$ cat config.mk
export PLATFORM = sky130hd
export DESIGN_NAME = command_responder_flat
export DESIGN_NICKNAME = d
export VERILOG_FILES = /design/src/rtl/command_responder_if.sv /design/src/rtl/command_responder.sv /design/src/flat_wrapper.sv
export SDC_FILE = /design/constraint.sdc
export NUM_CORES = 1
export LEC_CHECK = 0
export BUFFER_PORTS_ARGS = -buffer_cell sky130_fd_sc_hd__buf_2
export CAP_MARGIN = 20
export CORE_ASPECT_RATIO = 0.75
export CORE_MARGIN = 3
export CORE_UTILIZATION = 42
export CTS_BUF_LIST = sky130_fd_sc_hd__clkbuf_2 sky130_fd_sc_hd__clkbuf_4 sky130_fd_sc_hd__clkbuf_8
export DETAILED_ROUTE_END_ITERATION = 8
export PLACE_DENSITY = 0.66
export RECOVER_POWER = 25
export SYNTH_ARGS = -nofsm -noshare
export SYNTH_HDL_FRONTEND = slang
export SYNTH_SLANG_ARGS = --single-unit
$ cat constraint.sdc
create_clock -name clk -period 2.75 [get_ports clk]
set_clock_uncertainty 0.15 [all_clocks]
set_input_delay 0.4125 -clock clk [delete_from_list [all_inputs] [get_ports clk]]
set_output_delay 0.4125 -clock clk [all_outputs]
set_load 0.05 [all_outputs]
$ cat src/rtl/command_responder_if.sv
// Start/command/ready handshake and serial output bundle between the
// control sequencer (master) and command_responder (slave).
interface command_responder_if;
   logic [1:0] command_1;
   logic       start;
   logic       ready_command;
   logic       tx_bit;
   logic       tx_valid;
   logic       done;
   logic       overrun;

   modport master (
      output command_1,
      output start,
      input  ready_command,
      input  tx_bit,
      input  tx_valid,
      input  done,
      input  overrun
   );

   modport slave (
      input  command_1,
      input  start,
      output ready_command,
      output tx_bit,
      output tx_valid,
      output done,
      output overrun
   );
endinterface

$ cat src/rtl/command_responder.sv
// Accepts a 2-bit command and serializes its fixed test symbol MSB first.
// Define CMD_RESPONDER_PARITY_EN to append an even-parity bit to each burst.
module command_responder #(
   parameter int unsigned CLKS_PER_BIT = 25,
   parameter logic [7:0]  PAT_1        = 8'hA5,
   parameter logic [7:0]  PAT_2        = 8'h0F,
   parameter logic [7:0]  PAT_3        = 8'h55
) (
   input logic               clk,
   input logic               rst,
   command_responder_if.slave bus
);

   localparam int unsigned CntW = (CLKS_PER_BIT > 1) ? $clog2(CLKS_PER_BIT) : 1;
`ifdef CMD_RESPONDER_PARITY_EN
   localparam int unsigned NumBits = 9;
`else
   localparam int unsigned NumBits = 8;
`endif
   localparam logic [CntW-1:0] CycLast = CntW'(CLKS_PER_BIT - 1);
   localparam logic [3:0]      BitLast = 4'(NumBits - 1);

   typedef enum logic [1:0] {StIdle, StShift, StDone} state_e;

   state_e               state_q, state_d;
   logic [CntW-1:0]      cyc_q, cyc_d;
   logic [3:0]           bit_q, bit_d;
   logic [NumBits-1:0]   shift_q, shift_d;
   logic [1:0]           cmd_q, cmd_d;
   logic [7:0]           pat_sel;
   logic                 ready_q, ready_d;
   logic                 tx_bit_q, tx_bit_d;
   logic                 tx_valid_q, tx_valid_d;
   logic                 done_q, done_d;
   logic                 overrun_q, overrun_d;

   // Latched command is held for debug observation only.
   logic unused_cmd;
   assign unused_cmd = ^cmd_q;

   always_comb begin
      pat_sel = PAT_3;
      case (bus.command_1)
         2'b01:   pat_sel = PAT_1;
         2'b10:   pat_sel = PAT_2;
         default: pat_sel = PAT_3;
      endcase
   end

   always_comb begin
      state_d   = state_q;
      cyc_d     = cyc_q;
      bit_d     = bit_q;
      shift_d   = shift_q;
      cmd_d     = cmd_q;
      overrun_d = overrun_q | (bus.start & (state_q != StIdle));

      unique case (state_q)
         StIdle: begin
            if (bus.start) begin
               cmd_d = bus.command_1;
               cyc_d = '0;
               bit_d = '0;
               if (bus.command_1 == 2'b00) begin
                  state_d = StDone;
               end else begin
`ifdef CMD_RESPONDER_PARITY_EN
                  shift_d = {pat_sel, ^pat_sel};
`else
                  shift_d = pat_sel;
`endif
                  state_d = StShift;
               end
            end
         end
         StShift: begin
            if (cyc_q == CycLast) begin
               cyc_d   = '0;
               shift_d = {shift_q[NumBits-2:0], 1'b0};
               if (bit_q == BitLast) begin
                  bit_d   = '0;
                  state_d = StDone;
               end else begin
                  bit_d = bit_q + 4'd1;
               end
            end else begin
               cyc_d = cyc_q + 1'b1;
            end
         end
         StDone:  state_d = StIdle;
         default: state_d = StIdle;
      endcase

      // Outputs are decoded from next state so they register alongside it.
      ready_d    = (state_d == StIdle);
      tx_valid_d = (state_d == StShift);
      tx_bit_d   = (state_d == StShift) & shift_d[NumBits-1];
      done_d     = (state_d == StDone);
   end

   always_ff @(posedge clk or negedge rst) begin
      if (!rst) begin
         state_q    <= StIdle;
         cyc_q      <= '0;
         bit_q      <= '0;
         shift_q    <= '0;
         cmd_q      <= '0;
         ready_q    <= 1'b1;
         tx_bit_q   <= 1'b0;
         tx_valid_q <= 1'b0;
         done_q     <= 1'b0;
         overrun_q  <= 1'b0;
      end else begin
         state_q    <= state_d;
         cyc_q      <= cyc_d;
         bit_q      <= bit_d;
         shift_q    <= shift_d;
         cmd_q      <= cmd_d;
         ready_q    <= ready_d;
         tx_bit_q   <= tx_bit_d;
         tx_valid_q <= tx_valid_d;
         done_q     <= done_d;
         overrun_q  <= overrun_d;
      end
   end

   assign bus.ready_command = ready_q;
   assign bus.tx_bit        = tx_bit_q;
   assign bus.tx_valid      = tx_valid_q;
   assign bus.done          = done_q;
   assign bus.overrun       = overrun_q;

endmodule

$ cat src/flat_wrapper.sv
// flat-port wrapper written by rule: the top's interface ports become plain ports
module command_responder_flat 
#(
   parameter int unsigned CLKS_PER_BIT = 25,
   parameter logic [7:0]  PAT_1        = 8'hA5,
   parameter logic [7:0]  PAT_2        = 8'h0F,
   parameter logic [7:0]  PAT_3        = 8'h55
)
  (clk, rst, bus_command_1, bus_start, bus_ready_command, bus_tx_bit, bus_tx_valid, bus_done, bus_overrun);
  command_responder_if bus_i ();
  input logic clk;
  input logic rst;
  input wire logic [$bits(bus_i.command_1)-1:0] bus_command_1;
  input wire logic [$bits(bus_i.start)-1:0] bus_start;
  output wire logic [$bits(bus_i.ready_command)-1:0] bus_ready_command;
  output wire logic [$bits(bus_i.tx_bit)-1:0] bus_tx_bit;
  output wire logic [$bits(bus_i.tx_valid)-1:0] bus_tx_valid;
  output wire logic [$bits(bus_i.done)-1:0] bus_done;
  output wire logic [$bits(bus_i.overrun)-1:0] bus_overrun;
  assign bus_i.command_1 = bus_command_1;
  assign bus_i.start = bus_start;
  assign bus_ready_command = bus_i.ready_command;
  assign bus_tx_bit = bus_i.tx_bit;
  assign bus_tx_valid = bus_i.tx_valid;
  assign bus_done = bus_i.done;
  assign bus_overrun = bus_i.overrun;
  command_responder #(.CLKS_PER_BIT(CLKS_PER_BIT), .PAT_1(PAT_1), .PAT_2(PAT_2), .PAT_3(PAT_3)) u_core (.clk(clk), .rst(rst), .bus(bus_i));
endmodule
==> flow_summary.yaml <==
cells_and_area:
  seqCellArea_sq_um: 601.8
  mostFrequentLayoutCell: "sky130_fd_sc_hd__dfrtp_1"
  area_of_combinational_cells_with_multiple_inputs_sq_um: 508.0
  nFillCells: 228
  areaGrowthSynthToFinish_pct: 11.26
  finish.instance_area_sq_mm: 0.001310
  finish.net_count: 134
  layout.cells.most_common_list: "sky130_fd_sc_hd__dfrtp_1, sky130_fd_sc_hd__inv_1, sky130_fd_sc_hd__o21ai_0"
  num_antenna_cells: 0
  final_layout_size_suffix_gt1_share_pct: 14.40
clocking:
  cts_tree: "built"
  cts.htree.levels: 1
  cts_max_path_buffers: 2
  latest_clock_arrival_within_the_worst_skew_pair_ns: 0.26
  numCtsBuffers: 3
  ctsRootBufferMaster: "sky130_fd_sc_hd__clkbuf_8"
  cts_repair_resize_count: 0
  cts_hold_buffers: 1
  cts.sinks: 24
  clk_transition_reported_paths_ns: 0.08
  post-cts-setup-buffers: 0
floorplanning:
  dieHeight_microns: 51.85
  floorplan.core_area_sq_mm: 0.002477
  dieArea_sq_mm: 0.003481
  initial_core_util_pct: 47.53
  ioPinCount: 10
  fp-row-count: 15
  chipWidth_microns: 67.14
worst_setup_path:
  path_class: "register to register"
  regToRegStartpoint: "u_core.cyc_q[0]$_DFFE_PN0P_"
  critical_path.startpoint: "u_core.cyc_q[0]$_DFFE_PN0P_"
  timing.critical_path.from_type: "register"
  worst-path-max-fanout: 12
  timing.reg2reg.setup_slack_ns: 0.86
  worst_setup_path_end_kind: "register"
  cp_data_arrival_time_ns: 1.89
  worst-endpoint-required_ns: 2.74
synthesis:
  postSynthCellCount: 115
  yosys_warnings: 0
  synth_top_area_cell: "sky130_fd_sc_hd__dfrtp_1"
  post-synth-top-area-fraction_pct: 48.88
  avg_cell_area_syn_sq_um: 10.24
  netlist-cell-type-count: 39
  synth_area_leaders: "sky130_fd_sc_hd__dfrtp_1, sky130_fd_sc_hd__o21ai_0, sky130_fd_sc_hd__inv_1"
  synth_seq_cells: 24
  synth_fp_nets: 123
  syn-cell-area_sq_mm: 0.001177
  ys_seq_area_share_pct: 51.12
global_routing:
  grt_pass1_vias: 851
  maximum_number_of_pins_on_one_net_before_global_route_repair: 25
  grt_first_pass_wirelength_mm: 3.870
  number_of_antenna_violations_at_the_first_check_in_global_routing: 0
  grt.total_usage_pct: 14.86
  gr-total-overflow: 0
drt:
  ant_nets: 0
  routed_wire_length_per_instance_microns: 14.02
  drt_pre_antenna_iters: 4
  routed-via-count: 931
  drt_wl_total_mm: 2.229
  drc: 0
  post_drt_via_cell_ratio: 5.855
  first_iter_violations: 54
worst_hold_path:
  worst_hold_path_type: "primary input to register"
  timing.hold.worst.start: "bus_start"
placement:
  post-place-ws_ns: 0.8615
  port-buffer-count: 9
  place.gp.congestion: 0.8242
  hpwlAfterDp_mm: 1.562
  placed_area_sq_mm: 0.001246
timing:
  fin_hold_ws_ns: 0.2684
  slew_of_the_pin_with_the_lowest_slew_margin_ns: 1.244
  final_count_of_pins_violating_max_slew: 0
  finalWorstSetupSlack_ns: 0.8569
  setup_viol_count_final: 0
  fin_hold_viols: 0
  final.min_clock_period_ns: 1.893
  min_period_over_period_pct: 68.84
  setup_total_negative_slack_ns: 0
  slew_headroom_pct: 17.07
  grt_setup_unrepaired: "no"
  max_freq_mhz: 528.2
power:
  pleak_nw: 0.5979
  power_density_mw_per_mm2: 860.2
  vdd_drop_max_mv: 0.4788
run_status:
  outcome: "finished, final reports clean"
flow_run:
  maxCapViolations: 0
-- per-stage QoR --
step,instances,power (mW),utilization [%]
CTS,159,1.134,52.93
global placement,154,0.8857,50.30
global route,159,1.228,52.88
floorplan,115,0.8114,-
detailed placement,154,0.8987,50.30
finish,159,1.127,52.88
-- critical path: stages, from the launching register on --
cell	delay, ns
sky130_fd_sc_hd__dfrtp_1	0.44
sky130_fd_sc_hd__inv_1	0.08
sky130_fd_sc_hd__ha_1	0.15
sky130_fd_sc_hd__and4b_1	0.44
sky130_fd_sc_hd__a221oi_1	0.17
sky130_fd_sc_hd__or3_1	0.34
-- cells in the mapped netlist --
library cell,count
sky130_fd_sc_hd__a211o_1,1
sky130_fd_sc_hd__nand2_1,6
sky130_fd_sc_hd__nor2b_1,1
sky130_fd_sc_hd__and4b_1,2
sky130_fd_sc_hd__nand4_1,1
sky130_fd_sc_hd__a41oi_1,2
sky130_fd_sc_hd__o2111ai_1,2
sky130_fd_sc_hd__or3_1,2
sky130_fd_sc_hd__nand3_1,8
sky130_fd_sc_hd__clkbuf_1,1
sky130_fd_sc_hd__a21oi_1,3
sky130_fd_sc_hd__a221o_1,2
sky130_fd_sc_hd__a2bb2oi_1,1
sky130_fd_sc_hd__nand2b_1,3
sky130_fd_sc_hd__and3_1,2
sky130_fd_sc_hd__o21ai_0,9
sky130_fd_sc_hd__buf_2,3
sky130_fd_sc_hd__o21ai_2,1
sky130_fd_sc_hd__ha_1,3
sky130_fd_sc_hd__and2_1,1
sky130_fd_sc_hd__nand3b_1,1
sky130_fd_sc_hd__o22ai_1,1
sky130_fd_sc_hd__nor3b_2,1
sky130_fd_sc_hd__dfrtp_1,23
sky130_fd_sc_hd__inv_1,11
sky130_fd_sc_hd__or2_2,2
sky130_fd_sc_hd__o211ai_1,3
sky130_fd_sc_hd__buf_4,1
sky130_fd_sc_hd__nor3_1,1
sky130_fd_sc_hd__nor2_1,4
sky130_fd_sc_hd__mux2i_1,1
sky130_fd_sc_hd__o221ai_1,3
sky130_fd_sc_hd__dfstp_2,1
sky130_fd_sc_hd__a31oi_1,2
sky130_fd_sc_hd__or3b_1,1
sky130_fd_sc_hd__o311ai_0,1
sky130_fd_sc_hd__a221oi_1,2
sky130_fd_sc_hd__nand4b_1,1
sky130_fd_sc_hd__o32a_1,1
-- power by group --
group / switching [mW] / internal [mW]
Sequential: 0.0912 / 0.469
Combinational: 0.184 / 0.151
Clock: 0.104 / 0.128
Total: 0.380 / 0.747
-- sequential cells by signal, summed over array words and instances (netlist names) --
name	cells
u_core.bus.tx_valid	1
u_core.bus.ready_command	1
u_core.bus.overrun	1
u_core.bus.tx_bit	1
u_core.bus.done	1
u_core.cyc_q	5
u_core.bit_q	4
u_core.shift_q	8
u_core.state_q	2
-- final cells by class --
type	count	share of cell area, %
inverters	11	3.152
well taps	34	3.247
repair buffers	11	4.680
flip-flops and latches	24	45.94
multi-input cells	75	38.78
clock buffers	4	4.202
-- metal layers --
layer  up-vias  GRT usage (%)  share of wire, %
li1        454              -                 -
met1       438          21.34                51
met5         -              0                 0
met4         0          3.367              0.63
met2        37          20.88                41
met3         2          5.832               8.0
-- path summary, 6_finish.rpt --
kind / endpoint / cells after the start
worst max-delay path: u_core.shift_q[7]$_DFF_PN0_ / 5
min in group asynchronous: u_core.bus.done$_DFF_PN0_ / 2
worst min-delay path: u_core.bus.overrun$_DFF_PN0_ / 3
worst max register to register: u_core.shift_q[7]$_DFF_PN0_ / 5
worst min register to register: u_core.bus.overrun$_DFF_PN0_ / 1
max in group asynchronous: u_core.shift_q[6]$_DFFE_PN0P_ / 2
-- cells by family after synthesis --
family	after synthesis	share of synthesized area [%]
AND/OR/NAND/NOR	37	18.28
AO/OA/AOI/OAI	34	20.83
flip-flops	24	51.12
buffers and inverters	16	5.738
adder cells (fa/ha/maj)	3	3.188
multiplexers	1	0.8502
(Power assumes the default switching activity.)
